<file path="config.mk">
export PLATFORM = sky130hd
export DESIGN_NAME = pc_sequencer
export DESIGN_NICKNAME = d
export VERILOG_FILES = /design/src/rtl/pc_sequencer_pkg.sv /design/src/rtl/pc_sequencer_cond_eval.sv /design/src/rtl/pc_sequencer.sv
export SDC_FILE = /design/constraint.sdc
export NUM_CORES = 1
export LEC_CHECK = 0
export CELL_PAD_IN_SITES_DETAIL_PLACEMENT = 1
export CELL_PAD_IN_SITES_GLOBAL_PLACEMENT = 1
export CORE_MARGIN = 2
export CORE_UTILIZATION = 35
export CTS_CLUSTER_SIZE = 30
export DETAILED_ROUTE_END_ITERATION = 10
export GPL_TIMING_DRIVEN = 0
export PLACE_DENSITY = 0.79
export SLEW_MARGIN = 20
export SYNTH_ARGS = -nofsm -noshare
export SYNTH_HDL_FRONTEND = slang
export SYNTH_SLANG_ARGS = --single-unit
</file>
<file path="constraint.sdc">
create_clock -name clk -period 3.1 [get_ports clk]
set_input_delay 0.62 -clock clk [delete_from_list [all_inputs] [get_ports clk]]
set_output_delay 0.62 -clock clk [all_outputs]
set_load 0.03 [all_outputs]
</file>
<file path="src/rtl/pc_sequencer_pkg.sv">
// ============================================================================
// Module   : pc_sequencer_pkg
// Brief    : State, condition-code and branch-kind encodings for the PC sequencer.
// Revision : 1.0 - initial release
// ============================================================================
`default_nettype none

package pc_sequencer_pkg;

    typedef enum logic [1:0] {
        ST_BOOT  = 2'd0,
        ST_FETCH = 2'd1,
        ST_EXEC  = 2'd2,
        ST_HALT  = 2'd3
    } state_t;

    localparam logic [3:0] c_COND_EQ = 4'd0;
    localparam logic [3:0] c_COND_NE = 4'd1;
    localparam logic [3:0] c_COND_LO = 4'd2;
    localparam logic [3:0] c_COND_HS = 4'd3;
    localparam logic [3:0] c_COND_LT = 4'd4;
    localparam logic [3:0] c_COND_GE = 4'd5;
    localparam logic [3:0] c_COND_HI = 4'd6;
    localparam logic [3:0] c_COND_LS = 4'd7;
    localparam logic [3:0] c_COND_GT = 4'd8;
    localparam logic [3:0] c_COND_LE = 4'd9;
    localparam logic [3:0] c_COND_UC = 4'd14;

    localparam logic c_BR_KIND_REL = 1'b0;
    localparam logic c_BR_KIND_ABS = 1'b1;

endpackage

`default_nettype wire

</file>
<file path="src/rtl/pc_sequencer_cond_eval.sv">
// ============================================================================
// Module   : cond_eval
// Brief    : Combinational condition-code evaluator over the L/N/Z flags.
// Revision : 1.0 - initial release
// ============================================================================
`default_nettype none

module cond_eval
    import pc_sequencer_pkg::*;
(
    input  logic [3:0] br_cond,
    input  logic       flag_low,
    input  logic       flag_negative,
    input  logic       flag_zero,
    output logic       cond_true
);

    always_comb begin
        cond_true = 1'b0;
        case (br_cond)
            c_COND_EQ: cond_true = flag_zero;
            c_COND_NE: cond_true = !flag_zero;
            c_COND_LO: cond_true = flag_low;
            c_COND_HS: cond_true = !flag_low;
            c_COND_LT: cond_true = flag_negative;
            c_COND_GE: cond_true = !flag_negative;
            c_COND_HI: cond_true = !flag_low && !flag_zero;
            c_COND_LS: cond_true = flag_low || flag_zero;
            c_COND_GT: cond_true = !flag_negative && !flag_zero;
            c_COND_LE: cond_true = flag_negative || flag_zero;
            c_COND_UC: cond_true = 1'b1;
            default:   cond_true = 1'b0;
        endcase
    end

endmodule

`default_nettype wire

</file>
<file path="src/rtl/pc_sequencer.sv">
// ============================================================================
// Module   : pc_sequencer
// Brief    : Owns the PC, issues fetches, waits for execution and resolves branches.
// Revision : 1.0 - initial release
// ============================================================================
`default_nettype none

module pc_sequencer
    import pc_sequencer_pkg::*;
#(
    parameter int                ADDR_W   = 16,
    parameter logic [ADDR_W-1:0] RESET_PC = '0
) (
    input  logic              clk,
    input  logic              reset,
    input  logic              flag_low,
    input  logic              flag_negative,
    input  logic              flag_zero,
    input  logic              fetch_ack,
    input  logic              exec_done,
    input  logic              br_valid,
    input  logic              br_kind,
    input  logic [3:0]        br_cond,
    input  logic [ADDR_W-1:0] br_operand,
    input  logic              halt_req,
    output logic              fetch_req,
    output logic [ADDR_W-1:0] fetch_addr,
    output logic              exec_en,
    output logic              branch_taken,
    output logic              halted,
    output logic [ADDR_W-1:0] pc
);

    state_t            r_state;
    state_t            w_state_nxt;
    logic [ADDR_W-1:0] r_pc;
    logic [ADDR_W-1:0] w_pc_nxt;
    logic              r_branch_taken;
    logic              w_branch_taken_nxt;
    logic              w_cond_true;
    logic [ADDR_W-1:0] w_target;

    cond_eval u_cond_eval (
        .br_cond       (br_cond),
        .flag_low      (flag_low),
        .flag_negative (flag_negative),
        .flag_zero     (flag_zero),
        .cond_true     (w_cond_true)
    );

    // Both the relative sum and the sequential increment wrap modulo 2^ADDR_W.
    assign w_target = (br_kind == c_BR_KIND_ABS) ? br_operand : (r_pc + br_operand);

    always_comb begin
        w_state_nxt        = r_state;
        w_pc_nxt           = r_pc;
        w_branch_taken_nxt = 1'b0;
        case (r_state)
            ST_BOOT:  w_state_nxt = ST_FETCH;
            ST_FETCH: if (fetch_ack) w_state_nxt = ST_EXEC;
            ST_EXEC: begin
                if (exec_done) begin
                    if (halt_req) begin
                        w_state_nxt = ST_HALT;
                    end else if (br_valid && w_cond_true) begin
                        w_state_nxt        = ST_FETCH;
                        w_pc_nxt           = w_target;
                        w_branch_taken_nxt = 1'b1;
                    end else begin
                        w_state_nxt = ST_FETCH;
                        w_pc_nxt    = r_pc + {{(ADDR_W-1){1'b0}}, 1'b1};
                    end
                end
            end
            ST_HALT:  w_state_nxt = ST_HALT;
            default:  w_state_nxt = ST_BOOT;
        endcase
    end

    always_ff @(posedge clk or negedge reset) begin
        if (!reset) begin
            r_state        <= ST_BOOT;
            r_pc           <= RESET_PC;
            r_branch_taken <= 1'b0;
        end else begin
            r_state        <= w_state_nxt;
            r_pc           <= w_pc_nxt;
            r_branch_taken <= w_branch_taken_nxt;
        end
    end

    assign fetch_req    = (r_state == ST_FETCH);
    assign exec_en      = (r_state == ST_EXEC);
    assign halted       = (r_state == ST_HALT);
    assign fetch_addr   = r_pc;
    assign pc           = r_pc;
    assign branch_taken = r_branch_taken;

endmodule

`default_nettype wire

</file>
Yosys cells after proc, flatten, opt, wreduce, memory -nomap -nowiden

Index checks and enable logic that the tools add are counted.

Add/subtract/negate cells: 2
Multiply operators: 0
Div/mod/pow operators: 0
Magnitude comparators: 0
Equal/unequal tests: 15
Shifts and indexed selects: 0
Muxes and demuxes: 11
Bitwise gates (word level): 1
Reduce and logical (&&, ||, !) cells: 12

Operators with widths:

| kind                    | number |
|---|---|
| $mux W16                | 2 |
| $add A16 B1 Y16 const B | 1 |
| $add A16 B16 Y16        | 1 |
| $eq A4 B3 Y1 const B    | 4 |
| $eq A4 B4 Y1 const B    | 3 |
| $pmux W1 S11            | 1 |
| $eq A4 B2 Y1 const B    | 2 |
| $pmux W2 S4             | 1 |
| $mux W2                 | 3 |
| $eq A2 B2 Y1 const B    | 2 |
| $eq A4 B1 Y1 const B    | 1 |
| $logic_not A4 Y1        | 1 |
| $mux W1                 | 4 |
| $ne A2 B2 Y1 const B    | 2 |
| $logic_and A1 B1 Y1     | 3 |
| $logic_not A1 Y1        | 3 |
| $reduce_and A3 Y1       | 1 |
| $eq A2 B1 Y1 const B    | 1 |
| $logic_not A2 Y1        | 1 |
| $logic_or A1 B1 Y1      | 2 |
| $reduce_and A2 Y1       | 1 |
| $not A1 Y1              | 1 |

Register bits after elaboration: 19
Bits in latches: 0
RAM bits: 0
Bits in read-only memories: 0
Bits of input ports: 30
Output and inout port bits: 36
Word-level logic and storage cells: 44
Memories: 0

Logic depth before layout (Yosys ltp)

Depth in word-level cells: 8
Mapped depth: 9

Hierarchy

From an unflattened synthesis, not the netlist that was laid out.

Cell total of the unflattened synthesis: 284
Area total of the unflattened synthesis: 2195.9 sq um

By module, submodules not included:

| module       | times used | cells each | area each (sq um) | sequential area each (sq um) |
|---|---|---|---|---|
| pc_sequencer | 1          | 267        | 2079.5            | 475.5 |
| cond_eval    | 1          | 17         | 116.4             | 0.0 |

Least setup slack after synthesis

No wires, ideal clock.

Path type: input to register
From: input br_operand[6]
To: register r_pc[13], in the netlist fetch_addr[13]
Setup time: 0.066 ns
Data arrival time: 2.406 ns
Required time: 3.034 ns
Slack: 0.628 ns
Stages: 8
Path buffers: 1
Cells stage by stage: ha_1 -> clkbuf_1 -> a21oi_1 -> o211ai_1 -> nand4_1 -> mux2_2 -> nor4_1 -> o221a_2

Word-level cells in the longest chain between the ends: 3

Ends and longest elaborated chain:

| element              | RTL line           | source |
|---|---|---|
| from (decl)          | pc_sequencer.sv:24 | `input logic [ADDR_W-1:0] br_operand,` |
| $add A16 B16 Y16     | pc_sequencer.sv:52 | `assign w_target = (br_kind == c_BR_KIND_ABS) ? br_operand : (r_pc + br_operand);` |
| $mux W16             | pc_sequencer.sv:52 |  |
| $mux W16             | pc_sequencer.sv:65 | `end else if (br_valid && w_cond_true) begin` |
| to (signal assigned) | pc_sequencer.sv:87 | `r_pc <= w_pc_nxt;` |
| to (decl)            | pc_sequencer.sv:36 | `logic [ADDR_W-1:0] r_pc;` |

Every way passes these cells.
A chain may end at the register's enable or synchronous reset.

Worst setup path in the final report

From: input br_operand[0]
To: register r_pc[12], in the netlist fetch_addr[12]

Same word-level chain as after synthesis.

==> impl_metrics.toml <==
[critical_path]
cp_top_family = "compound AO/OA/AOI/OAI gates"
crit_slowest_cell = "o31ai_1"
path_cells = "clkdlybuf4s50_1, ha_1, inv_1, fa_1, nor2b_1, o31ai_1, a21oi_1, o31ai_1, a211oi_1, a211o_1"
crit_top_cell = "o31ai_1"
crit_fanout = 5
cp.required_ns = 3.25
cp-start-kind = "input port"
end_kind = "flip-flop"
arrival_ns = 3.10
critical_path_class = "input port to flip-flop"
critPathBufInv = 2
worst_path_largest_cell_delay_ns = 0.56

[logic_synthesis]
synth.area.top_cells = "dfrtp_1 20%, ha_1 8.4%, nand2_1 5.5%, a21oi_1 5.5%, buf_4 5.4%"
yosysTopAreaCell = "dfrtp_1"
synth.cell_area_mm2 = 0.00238
syn_nets = 361
yosys_most_used_dff = "dfrtp_1"
synth.top_cells.by_count = "35 x nand2_1, 26 x a21oi_1, 19 x dfrtp_1, 19 x o21ai_0, 17 x buf_4"
async_flop_share_pct = 100
synth.most_common_cell = "nand2_1"
synth_edf_count = 0
synth_top_area_share_pct = 20.0
ys_seq_area_share_pct = 20.0
yosysWarningCount = 0
ys_types = 57
ys_ff_latch = 19
postSynthAreaPerCell_um2 = 7.58
netlist_instances = 314

[detailed_routing]
vias = 2681
ant_nets = 0
drt_pass1_iterations = 4
drt_iter0_drc = 117
wl_um = 7940
drt-vias-per-instance = 5.78
drc = 0
wire_per_inst_um = 17.1

[pwr]
power_density_mw_per_mm2 = 389
ir_worst_vdd_uv = 243
total_power_uw = 1240
p_leak_uw = 0.00134

[layout]
antenna_cells = 0
area_growth_pct = 34.2
num-nets-final = 432
final-seq-area_um2 = 475
fin_cells = 464
multi_input_area_mm2 = 0.00169
nFillCells = 840
drive_gt1_share_pct = 8.59
finalInstanceArea_mm2 = 0.00319

[cts]
cts_buffers = 3
cts_root_buf = "clkbuf_8"
ctsHoldBuffers = 0
clk_latency_ns = 0.26
clk_pin_slew_ns = 0.08
clock_sinks = 19
cts_max_path_buffers = 2
cts_max_level = 1
tritoncts = "yes"

[place]
place.detailed.hpwl_um = 6290
place_area_mm2 = 0.00313
io_buffers = 65
place_congestion = 0.895
dp.cells = 459

[sta]
setup-violations-final = 0
tightest_slew_ns = 0.936
fin_skew_ns = 0.00649
rsz0062_at_grt = "no"
clock.fmax_mhz = 340
final_hold_viol_count = 0
maxSlewHeadroom_pct = 37.4
finalCritPeriodShare_pct = 94.9
final-max-slew-violation-count = 0
period_minus_slack_ns = 2.94

[global_route]
grt_pass1_vias = 2709
overflow = 0
grt_pass1_wl_um = 13000
grt_max_degree = 20
grt.total_usage_pct = 21.6
antenna_found_initial = 0

[floorplan]
initial_core_util_pct = 35.6
die_h_um = 86.5
num_io_pins = 66
rows = 30
dieArea_mm2 = 0.00748
core_mm2 = 0.00668
die_w_um = 86.5

[worst_hold_path]
holdCritPathClass = "flip-flop to flip-flop"

[job]
maxCapViolations = 0

[outcome]
outcome = "completed"
stage by stage:
stage               util (%)  hold WS [ns]  worst slack, ns  TNS [ns]
floorplan                  -         0.324            0.628         0
global placement        46.9         0.576           -0.243    -0.660
detailed placement      46.9         0.624           -0.241    -0.971
CTS                     47.5         0.640           0.0276         0
global route            47.8         0.688           0.0274         0
finish                  47.8         0.632            0.157         0
registers in the layout (all words and copies together) (netlist names):
signal and count:
fetch_addr 16, branch_taken 1, r_state 2
worst register-to-register path, cell delays in order, from the launching register on:
cell and delay (ns):
dfrtp_1 0.47, ha_1 0.26, inv_1 0.08, fa_1 0.22, nor2b_1 0.07, o31ai_1 0.56, a21oi_1 0.21, o31ai_1 0.25
a211oi_1 0.17, a211o_1 0.26
area by class of cell:
type	count	area share [%]
repair buffers	66	20.6
clock buffers	4	1.41
inverters	13	1.53
flip-flops and latches	19	14.9
plain buffers	29	5.48
well taps	80	3.13
multi-input cells	253	53.0
what timing repair did:
item,4_1_cts,5_1_grt
setup buffers,0,1
endpoints found under the setup margin,0,4
gates resized for setup,0,4
kinds of logic (layout without fill, tap and decap cells):
family / Yosys count / after routing / synth area share, %
and+or+nand+nor: 113 / 113 / 24.1
buffers and inverters: 42 / 112 / 9.41
DFF: 19 / 19 / 20.0
AOI/OAI and AO/OA: 107 / 107 / 30.9
muxes: 8 / 8 / 3.42
adders and majority gates: 17 / 17 / 9.25
xor gates and xnor gates: 8 / 8 / 2.94
power breakdown:
part,leakage [µW],total (µW),switching [µW],internal (µW)
Clock,0.0000228,183,90.9,91.7
Combinational,0.00109,719,393,326
Sequential,0.000232,341,65.5,276
Total,0.00134,1240,549,694
worst paths after layout:
check | slack [ns] | cells past startpoint | endpoint | from
worst max-delay path | 0.16 | 10 | fetch_addr[12] | br_operand[0]
worst min-delay path | 0.63 | 2 | r_state[1] | r_state[1]
worst max register to register | 0.46 | 9 | fetch_addr[12] | fetch_addr[0]
worst min register to register | 0.63 | 2 | r_state[1] | r_state[1]
max in group asynchronous | 1.65 | 1 | fetch_addr[5] | reset
min in group asynchronous | 0.87 | 1 | fetch_addr[14] | reset
routing by layer:
layer  share of wire (%)  GRT usage [%]  routed length (µm)
met4                 1.2           3.55                  99
met5                   0              0                   0
met3                 2.9           2.86                 234
met1                  48           29.2                3780
met2                  48           37.3                3830
placed cells by master (no fill, tap or decap), types with 4 or more instances in the layout:
master           count
clkdlybuf4s50_1     65
nand2_1             35
a21oi_1             25
o21ai_0             19
dfrtp_1             19
buf_4               18
nand3_1             16
ha_1                16
inv_1               13
nor2_1              13
clkbuf_1            10
nor3_1               8
a21o_1               8
and3_1               7
mux2i_1              7
nor2b_1              6
a211oi_1             6
nand4_1              6
a211o_1              6
nand2b_1             5
o211ai_1             5
xor2_1               5
and2_1               4
a31oi_1              4
o2111ai_1            4
o22ai_1              4
Note: power is estimated with default switching activity, not from simulation.
